--- config.mk ---
export PLATFORM = sky130hd
export DESIGN_NAME = traffic_phase_ctrl
export DESIGN_NICKNAME = d
export VERILOG_FILES = /design/src/rtl/traffic_phase_ctrl.sv
export SDC_FILE = /design/constraint.sdc
export NUM_CORES = 1
export LEC_CHECK = 0
export ABC_AREA = 1
export CORE_MARGIN = 1.5
export CORE_UTILIZATION = 53
export CTS_CLUSTER_DIAMETER = 40
export CTS_CLUSTER_SIZE = 30
export DETAILED_ROUTE_END_ITERATION = 7
export PLACE_DENSITY = 0.72
export SLEW_MARGIN = 25
export SYNTH_ARGS = -nofsm -noshare
export SYNTH_HDL_FRONTEND = slang
export SYNTH_SLANG_ARGS = --single-unit
--- constraint.sdc ---
create_clock -name clk -period 2.5 [get_ports clk]
set_clock_uncertainty 0.15 [all_clocks]
set_input_delay 0.25 -clock clk [delete_from_list [all_inputs] [get_ports clk]]
set_output_delay 0.25 -clock clk [all_outputs]
set_load 0.01 [all_outputs]
--- src/rtl/traffic_phase_ctrl.sv ---
// rtl/traffic_phase_ctrl.sv - N-phase actuated traffic-light controller
// Sequences phases through green/yellow/all-red on a 1 Hz tick, with request-driven skipping and flash mode.
module traffic_phase_ctrl #(
    parameter int CLK_HZ     = 100_000_000,
    parameter int N_PHASES   = 2,
    parameter int MIN_GREEN  = 6,
    parameter int MAX_GREEN  = 9,
    parameter int YELLOW_T   = 2,
    parameter int ALLRED_T   = 2,
    parameter int REST_GREEN = 1,
    parameter int TW         = 4
) (
    input  logic                        clk,
    input  logic                        reset,
    input  logic [N_PHASES-1:0]         req,
    input  logic                        flash_mode,
    output logic [N_PHASES-1:0]         green,
    output logic [N_PHASES-1:0]         yellow,
    output logic [N_PHASES-1:0]         red,
    output logic [$clog2(N_PHASES)-1:0] active_phase,
    output logic [TW-1:0]               seconds,
    output logic                        tick
);

    localparam int AW = $clog2(N_PHASES);
    localparam int PW = $clog2(CLK_HZ);
    localparam logic [PW-1:0] PS_LAST = PW'(CLK_HZ - 1);
    localparam logic [TW-1:0] T_SAT   = '1;

    typedef enum logic [1:0] {S_GREEN, S_YELLOW, S_ALLRED, S_FLASH} state_t;

    state_t              state, state_nx;
    logic [PW-1:0]       ps_cnt;
    logic [TW-1:0]       timer, timer_nx;
    logic [AW-1:0]       active, active_nx;
    logic                flash_bit, flash_bit_nx;
    logic [N_PHASES-1:0] other;
    logic                any_other;
    logic [AW-1:0]       rr_pick;
    logic [AW-1:0]       cand;
    logic                found;

    assign tick         = (ps_cnt == PS_LAST);
    assign active_phase = active;
    assign seconds      = timer;
    assign any_other    = |other;

    always_ff @(posedge clk or posedge reset) begin
        if (reset) begin
            ps_cnt <= '0;
        end else if (tick) begin
            ps_cnt <= '0;
        end else begin
            ps_cnt <= ps_cnt + 1'b1;
        end
    end

    // Round-robin search starting after the active phase; the active phase is the last candidate.
    always_comb begin
        other   = '0;
        cand    = '0;
        found   = 1'b0;
        rr_pick = AW'((int'(active) + 1) % N_PHASES);
        for (int i = 0; i < N_PHASES; i++) begin
            other[i] = req[i] && (AW'(i) != active);
        end
        for (int k = 1; k <= N_PHASES; k++) begin
            cand = AW'((int'(active) + k) % N_PHASES);
            if (!found && req[cand]) begin
                rr_pick = cand;
                found   = 1'b1;
            end
        end
    end

    always_comb begin
        state_nx     = state;
        timer_nx     = timer;
        active_nx    = active;
        flash_bit_nx = flash_bit;
        if (tick && timer != T_SAT) begin
            timer_nx = timer + 1'b1;
        end
        case (state)
            S_GREEN: begin
                if (tick && (flash_mode
                             || (timer >= TW'(MIN_GREEN) && any_other)
                             || (timer >= TW'(MAX_GREEN) && (any_other || REST_GREEN == 0)))) begin
                    state_nx = S_YELLOW;
                end
            end
            S_YELLOW: begin
                if (tick && timer >= TW'(YELLOW_T)) begin
                    state_nx = S_ALLRED;
                end
            end
            S_ALLRED: begin
                if (tick && timer >= TW'(ALLRED_T)) begin
                    if (flash_mode) begin
                        state_nx = S_FLASH;
                    end else begin
                        state_nx  = S_GREEN;
                        active_nx = rr_pick;
                    end
                end
            end
            S_FLASH: begin
                if (tick) begin
                    flash_bit_nx = !flash_bit;
                    if (!flash_mode) begin
                        state_nx = S_ALLRED;
                    end
                end
            end
            default: state_nx = S_ALLRED;
        endcase
        if (state_nx != state) begin
            timer_nx = TW'(1);
        end
        if (state_nx == S_FLASH && state != S_FLASH) begin
            flash_bit_nx = 1'b1;
        end
    end

    always_ff @(posedge clk or posedge reset) begin
        if (reset) begin
            state     <= S_ALLRED;
            timer     <= TW'(1);
            active    <= AW'(N_PHASES - 1);
            flash_bit <= 1'b1;
        end else begin
            state     <= state_nx;
            timer     <= timer_nx;
            active    <= active_nx;
            flash_bit <= flash_bit_nx;
        end
    end

    always_comb begin
        green  = '0;
        yellow = '0;
        red    = '1;
        for (int i = 0; i < N_PHASES; i++) begin
            case (state)
                S_GREEN: begin
                    green[i] = (AW'(i) == active);
                    red[i]   = (AW'(i) != active);
                end
                S_YELLOW: begin
                    yellow[i] = (AW'(i) == active);
                    red[i]    = (AW'(i) != active);
                end
                S_FLASH: red[i] = flash_bit;
                default: red[i] = 1'b1;
            endcase
        end
    end

endmodule

Word level (Yosys, flattened, before mapping)
Index checks and enable logic that the tools add are counted.

cells by class
  $add $sub $neg = 4
  magnitude comparators = 5
  equal/unequal tests = 8
  multiplexer cells = 25
  bitwise gates (word level) = 2
  reduce and logical (&&, ||, !) cells = 21

operators by type and width
  kind                   count
  $add 27x1->27 const B  1
  $eq 27x27->1 const B   1
  $mux 27                1
  $mux 1                 13
  $mux 2                 6
  $logic_and 1x1->1      9
  $mux 4                 2
  $pmux 2 s4             1
  $eq 2x2->1 const B     3
  $reduce_bool 2->1      3
  $add 4x1->4 const B    1
  $ge 4x2->1 const B     1
  $ge 4x3->1 const B     1
  $ge 4x4->1 const B     1
  $lt 1x2->1 const B     2
  $ne 4x4->1 const B     1
  $pmux 1 s2             2
  $reduce_or 2->1        2
  $reduce_and 3->1       1
  $add 1x1->1 const B    2
  $eq 2x1->1 const B     1
  $logic_not 1->1        2
  $logic_not 2->1        1
  $logic_or 1x1->1       2
  4 further kinds        5

word-level totals
  flip-flop bits (word level) = 35
  input port bits = 5
  output and inout bits = 12
  word-level logic and storage cells = 70

Depth between registers and ports, before layout
Gate-level depths: netlist of the first run.

  depth in word-level cells = 13
  depth in mapped cells = 12
  depth with buffers taken out = 12

Worst setup path after synthesis of the first run
No wires, ideal clock.

  path type = flip-flop to flip-flop
  start = register ps_cnt[0]
  end = register ps_cnt[24]
  setup time = 0.119 ns
  arrival = 1.475 ns
  required time = 2.231 ns
  path slack = 0.756 ns
  cell stages (with the launch flop) = 13
  path buffers = 0
  clock period less this slack = 1.744 ns
  cell sequence = dfrtp_1 -> ha_1 -> nand3_2 -> inv_2 -> nand2_4 -> nor2_4 -> nand2_4 -> nor2_4 -> nand3_4 -> nor2_4 -> nand3_1 -> nand2_1 -> nor2_1

between the ends
  cells in the longest elaborated chain, start to end = 2
  elaborated cells on any way between the ends = 3
  classes of those cells = 1 x add/sub; 1 x eq/ne; 1 x mux

RTL lines
  what                                           RTL line  text
  start, declared                                33        logic [PW-1:0] ps_cnt;
  start signal, assigned                         54        ps_cnt <= ps_cnt + 1'b1;
  $add 27x1->27 or $eq 27x27->1 (tied branches)  54, 43
  $mux 27 (*)                                    51        end else if (tick) begin

Mark *: on every way between the ends. The rest lies on a longest branch, timed or not.
A chain may end at the register's enable or synchronous reset.

Final worst setup path of the first run
  start = register ps_cnt[0]
  end = output port tick

between the ends
  cells in the longest elaborated chain, start to end = 1

RTL lines
  what           RTL line  text
  $eq 27x27->1   43        assign tick = (ps_cnt == PS_LAST);
  end, declared  22        output logic tick

No other way between the ends.

==> out/metrics.yaml, run 1 <==
worst_ep_arrival_time_ns: 1.92
finalSetupViolations: 0
fin_crit_sh_pct: 92.9
synth_cell_types: 34
nets: 323
grt_first_pass_wirelength_um: 7710
die_w_um: 68.2
num_rows: 23
max-vdd-ir-drop_mv: 0.278
clock_latency_ns: 0.28
worstPathMaxFanout: 4
route.detailed.drc: 0
setup_ws_ns: 0.178
synth_top_family_by_area: "simple AND/OR/NAND/NOR gates"
muxShareOfSynthArea_pct: 0
synthXorXnorAreaFrac_pct: 5.83
track_usage_pct: 22.4
finalWeightedCongestion: 0.966
required_ns: 2.10
crit_cells: 6
ios: 17
clk_path_buf_depth: 2
syn_area_um2: 2250
syn2layout_area_growth_pct: 14.7
insertedDiodeCount: 0
power_density_nw_per_um2: 402
hpwl_um: 3610
routed_wl_um: 4720
cp_top_family: "buffers and inverters"
wl_per_cell_um: 12.9
ys_seq_elements: 35
cpMaxStageDelayCell: "clkdlybuf4s50_1"
drt_iter0_markers: 120
cp-start-kind: "flip-flop"
avgSynthCellArea_um2: 7.77
drive_gt1_share_pct: 14.9
die_h_um: 68.2
yosys_warnings: 0
hold_viol: 0
r2r_start: "ps_cnt[0]"
maxCapViolCount: 0
post_cts_buffers: 0
fillers: 354
ff2ff_setup_slack_ns: 0.44
path_clk_slew_ns: 0.06
fin_crit_ns: 2.32
dpl_worst_slack_ns: 0.444
grt_max_degree: 36
antenna_left: 0
cts_sinks: 35
cts_resized: 0
synthesis.nets: 299
synth_seq_area_share_pct: 39.1
worst-path-buf-inv: 1
tightest_slew_ns: 0.438
hold_buffers: 0
synth-compound-area-share_pct: 7.55
finalSetupTns_ns: 0
slew_headroom_pct: 70.8
r2r_end: "seconds[3]"
p_leak_nw: 1.25
dp_cells: 357
crit_path_end: "tick"
post-route-util_pct: 63.7
die_area_um2: 4650
synthAdderAreaFrac_pct: 2.22
multi_input_area_um2: 1170
fmax_mhz: 431
grt_pass1_vias: 1674
viasPerCell: 5.23
setup.worst_path.end_class: "output port"
dr_total_vias: 1909
syn_inst: 290
cts_made_buffers: 5
io_buffers: 16
startpoint: "ps_cnt[0]"
antenna_found_initial: 0
status: "completed"
slowest_delay_ns: 0.54
hold_path.class: "input pin to async pin"
crit_chain: "ha_1, nand3_2, nor2_2, nand2_1, nor2_4, clkdlybuf4s50_1"
drt_first_pass_iters: 4
fin_cells: 365
finalMaxSlewViolations: 0
grt-ovfl-total: 0
root_buffer: "clkbuf_8"
p_total_mw: 1.04
r2r_cells: 11
rsz0062_at_grt: "false"
cts_tree: "yes"
coreArea_um2: 4060
cts-htree-levels: 2
start_util_pct: 55.5
regArea_um2: 881
critPathKind: "flip-flop to output port"
synthSimpleGateAreaFrac_pct: 36.1
[logic make-up (layout without fill, tap and decap cells)]
logic type / count (synthesis) / after routing
AOI/OAI and AO/OA: 30 / 30
adders and majority gates: 4 / 4
xor gates and xnor gates: 15 / 15
DFF: 35 / 35
buffers and inverters: 54 / 79
and+or+nand+nor: 152 / 152
[registers in the layout (all words and copies together) (netlist names)]
| name | count |
|---|---|
| ps_cnt | 27 |
| seconds | 4 |
| state | 2 |
| active_phase | 1 |
| flash_bit | 1 |
[worst min-delay path by stage]
stage / slack (ns) / end / cells after the start / startpoint
2_1_floorplan: 0.25 / ps_cnt[0] / 1 / reset
3_3_place_gp: 0.30 / ps_cnt[0] / 1 / ps_cnt[0]
3_5_place_dp: 0.31 / ps_cnt[0] / 1 / ps_cnt[0]
4_1_cts: 0.23 / ps_cnt[14] / 3 / reset
5_1_grt: 0.27 / ps_cnt[4] / 3 / reset
6_report: 0.21 / ps_cnt[2] / 3 / reset
[cells in the final DEF, fill, tap and decap left out, types with 6 or more instances in the layout]
master / n
a21oi_1: 10
clkbuf_8: 7
nor3_1: 9
inv_1: 49
o21ai_0: 9
dfrtp_1: 31
nand2_2: 6
nand2_1: 42
nor2_1: 42
nor2_4: 8
clkdlybuf4s50_1: 16
xor2_1: 14
nand4_1: 9
nand3_1: 16
[per-stage QoR]
step / cell area (um^2) / hold WS, ns
after floorplan: 2250 / 0.251
after CTS: 2580 / 0.227
final: 2580 / 0.212
after global placement: 2480 / 0.299
after global routing: 2580 / 0.273
after detailed placement: 2480 / 0.312
[layer usage]
metal / vias to the layer above / part of all wire [%] / GRT usage [%]
li1: 974 / - / -
met2: 43 / 46 / 36.2
met5: - / 0 / 0
met3: 7 / 4.4 / 3.45
met4: 0 / 1.2 / 7.50
met1: 885 / 49 / 30.7
[tightest hold or removal path: cells and delay by family]
kind,cells,cell delay (ns)
buffers and inverters,3,0.82
[final cells by class]
cell class / instances / area share (%)
inverter: 53 / 7.70
timing repair buffer: 18 / 6.78
multi-input combinational: 201 / 45.1
sequential: 35 / 34.1
clock buffer: 8 / 3.87
tap: 50 / 2.42
[synth_stat cells]
library cell / count / area, um^2
inv_1: 49 / 184
o21ai_2: 1 / 8.76
nand2_1: 42 / 158
nor3_1: 9 / 45.0
nand3_4: 1 / 17.5
nand3_2: 4 / 40.0
nor2_4: 8 / 90.1
o211ai_1: 1 / 7.51
ha_1: 4 / 50.1
xnor2_1: 1 / 8.76
dfstp_2: 4 / 105
nand2_4: 3 / 33.8
nor3_2: 1 / 10.0
a22oi_1: 2 / 15.0
buf_4: 1 / 7.51
nand4_1: 9 / 56.3
nor4_1: 4 / 25.0
inv_2: 4 / 15.0
dfrtp_1: 31 / 776
o21ai_0: 9 / 45.0
nor2_8: 1 / 20.0
nand2_2: 6 / 37.5
nor2_2: 4 / 25.0
a211oi_1: 1 / 7.51
a21oi_1: 10 / 50.1
nand4_2: 1 / 12.5
xor2_1: 14 / 123
and2_1: 1 / 6.26
nor2_1: 42 / 158
o31ai_1: 1 / 7.51
nand3_1: 16 / 80.1
a31oi_1: 1 / 6.26
o21ai_1: 3 / 15.0
o21a_1: 1 / 7.51
[power breakdown]
group | switching (mW) | internal, mW | total (mW)
Combinational | 0.0151 | 0.00816 | 0.0233
Clock | 0.198 | 0.251 | 0.449
Sequential | 0 | 0.566 | 0.566
Note: power is estimated with default switching activity, not from simulation.
==> inputs of run 2 (changes only) <==
--- a/config.mk
+++ b/config.mk
@@ -6,6 +6,7 @@
 export NUM_CORES = 1
 export LEC_CHECK = 0
 export ABC_AREA = 1
+export CAP_MARGIN = 15
 export CORE_MARGIN = 1.5
 export CORE_UTILIZATION = 53
 export CTS_CLUSTER_DIAMETER = 40
==> results of run 2 <==
Final layout, timing and power as in run 1 (identical DEF).
==> inputs of run 3 (changes only) <==
--- a/config.mk
+++ b/config.mk
@@ -12,7 +12,7 @@
 export CTS_CLUSTER_DIAMETER = 40
 export CTS_CLUSTER_SIZE = 30
 export DETAILED_ROUTE_END_ITERATION = 7
-export PLACE_DENSITY = 0.72
+export PLACE_DENSITY = 0.73
 export SLEW_MARGIN = 25
 export SYNTH_ARGS = -nofsm -noshare
 export SYNTH_HDL_FRONTEND = slang
==> run 3 against run 2 <==
Die area unchanged. Global-route usage down 0.24 points. Wire length is 1.2% lower. Via count decreased by 0.21%. Highest routed layer unchanged.
==> out/metrics.yaml, run 3 (synthesis gave the netlist of run 1 again) <==
die_h_um: 68.2  # unchanged
post_cts_buffers: 0  # unchanged
cpMaxStageDelayCell: "clkdlybuf4s50_1"  # unchanged
dr_total_vias: 1905  # was 1909
required_ns: 2.10  # about the same
critPathKind: "flip-flop to output port"  # unchanged
die_area_um2: 4650  # unchanged
slew_headroom_pct: 70.9  # was 70.8%
coreArea_um2: 4060  # unchanged
finalWeightedCongestion: 0.956  # was 0.966
crit_chain: "ha_1, nand3_2, nor2_2, nand2_1, nor2_4, clkdlybuf4s50_1"  # unchanged
fin_crit_sh_pct: 93.3  # was 92.9%
num_rows: 23  # unchanged
grt_max_degree: 36  # unchanged
grt_pass1_vias: 1705  # was 1674
dp_cells: 357  # unchanged
finalSetupTns_ns: 0  # unchanged
whs_ns: 0.208  # was 0.212 ns
setup.worst_path.end_class: "output port"  # unchanged
switching_share_pct: 21.1  # was 20.5%
grt_first_pass_wirelength_um: 7650  # was 7710 um
drt_iter0_markers: 99  # was 120
routed_wl_um: 4660  # was 4720 um
mostFrequentLayoutCells: "49 x inv_1, 42 x nand2_1, 42 x nor2_1, 31 x dfrtp_1"  # unchanged
hpwl_um: 3520  # was 3610 um
cts_resized: 0  # unchanged
worstPathMaxFanout: 4  # unchanged
final_common_cell: "inv_1"  # unchanged
fin_cells: 365  # unchanged
path_clk_slew_ns: 0.07  # was 0.06 ns
clk_path_buf_depth: 2  # unchanged
maxCapViolCount: 0  # unchanged
worst_ep_arrival_time_ns: 1.93  # was 1.92 ns
die_w_um: 68.2  # unchanged
grt-ovfl-total: 0  # unchanged
syn2layout_area_growth_pct: 14.3  # was 14.7%
antenna_found_initial: 0  # unchanged
clock_latency_ns: 0.28  # about the same
setup_ws_ns: 0.167  # was 0.178 ns
largest_register_ffs: 27  # unchanged
comb_power_share_pct: 2.3  # was 2.2%
intPower_mw: 0.797  # was 0.826 mW
power_density_nw_per_um2: 392  # was 402 nW/um^2
switchingPower_mw: 0.213  # about the same
nets: 323  # unchanged
fin_crit_ns: 2.33  # was 2.32 ns
route.detailed.drc: 0  # unchanged
r2r_cells: 12  # was 11
ios: 17  # unchanged
cts-htree-levels: 2  # unchanged
track_usage_pct: 22.2  # was 22.4%
fmax_mhz: 429  # was 431 MHz
rsz0062_at_grt: "false"  # unchanged
io_buffers: 16  # unchanged
cts_sinks: 35  # unchanged
antenna_left: 0  # unchanged
hold_path.class: "input pin to async pin"  # unchanged
dpl_worst_slack_ns: 0.449  # was 0.444 ns
insertedDiodeCount: 0  # unchanged
finalMaxSlewViolations: 0  # unchanged
finalSetupViolations: 0  # unchanged
max-vdd-ir-drop_mv: 0.238  # was 0.278 mV
hold_viol: 0  # unchanged
p_clk_share_pct: 41.6  # was 43.2%
largest-register: "ps_cnt"  # unchanged
p_total_mw: 1.01  # was 1.04 mW
cp-start-kind: "flip-flop"  # unchanged
hold_buffers: 0  # unchanged
status: "completed"  # unchanged
p_leak_nw: 1.24  # was 1.25 nW
tightest_slew_ns: 0.436  # was 0.438 ns
p_seq_share_pct: 56.1  # was 54.5%
root_buffer: "clkbuf_8"  # unchanged
slowest_delay_ns: 0.54  # about the same
drt_first_pass_iters: 4  # unchanged
start_util_pct: 55.5  # unchanged
cts_made_buffers: 5  # unchanged
viasPerCell: 5.22  # was 5.23
wl_per_cell_um: 12.8  # was 12.9 um
cts_tree: "yes"  # unchanged
drive_gt1_share_pct: 14.9  # unchanged
-- run 3: cell count changes in the layout (fill, tap and decap cells not counted), sizes merged --
| cell | change |
|---|---|
| clkbuf | -1 |
| clkinv | +1 |
-- run 3: final timing paths --
| kind | start | end | slack, ns |
|---|---|---|---|
| min in group clk | ps_cnt[0] | ps_cnt[0] | 0.33 |
| hold reg to reg | ps_cnt[0] | ps_cnt[0] | 0.33 |
| max in group asynchronous | reset | flash_bit | 1.65 |
| setup reg to reg | ps_cnt[0] | seconds[2] | 0.44 |
| setup / recovery | ps_cnt[0] | tick | 0.17 |
| hold / removal | reset | ps_cnt[5] | 0.21 |
-- run 3: through the flow --
step	area, um^2	utilization (%)
floorplan	2250	-
finish	2570	63.5
detailed placement	2480	61.2
CTS	2570	63.5
global route	2570	63.5
global placement	2480	61.2
-- run 3: area by class of cell --
cell class / instances / area (um^2)
fillers: 351 / 1480
multi-input cells: 201 / 1170
flip-flops and latches: 35 / 881
inverters: 53 / 199
repair buffers: 18 / 175
clock buffers: 7 / 86.3
well taps: 50 / 62.6
clock inverters: 1 / 5.00
-- run 3: critical path, delay by kind of cell, from the launching register on --
kind / cells / cell delay (ns)
adder cells (fa/ha/maj): 1 / 0.21
buffers and inverters: 1 / 0.54
flip-flops: 1 / 0.38
AND/OR/NAND/NOR: 4 / 0.53
-- run 3: layer usage --
metal / track usage, % / vias to the layer above / share of wire, %
met3: 5.26 / 9 / 4.9
met1: 29.9 / 872 / 47
met2: 34.2 / 56 / 46
met4: 9.25 / 0 / 2.0
li1: - / 968 / -
met5: 0 / - / 0
-- run 3: power by group through the flow --
stage	clock [mW]	sequential [mW]	combinational, mW
6_report	0.420	0.566	0.0231
5_1_grt	0.455	0.566	0.0269
4_1_cts	0.430	0.566	0.0240
3_5_place_dp	0	0.577	0.0242
3_3_place_gp	0	0.577	0.0240
2_1_floorplan	0	0.577	0.0117
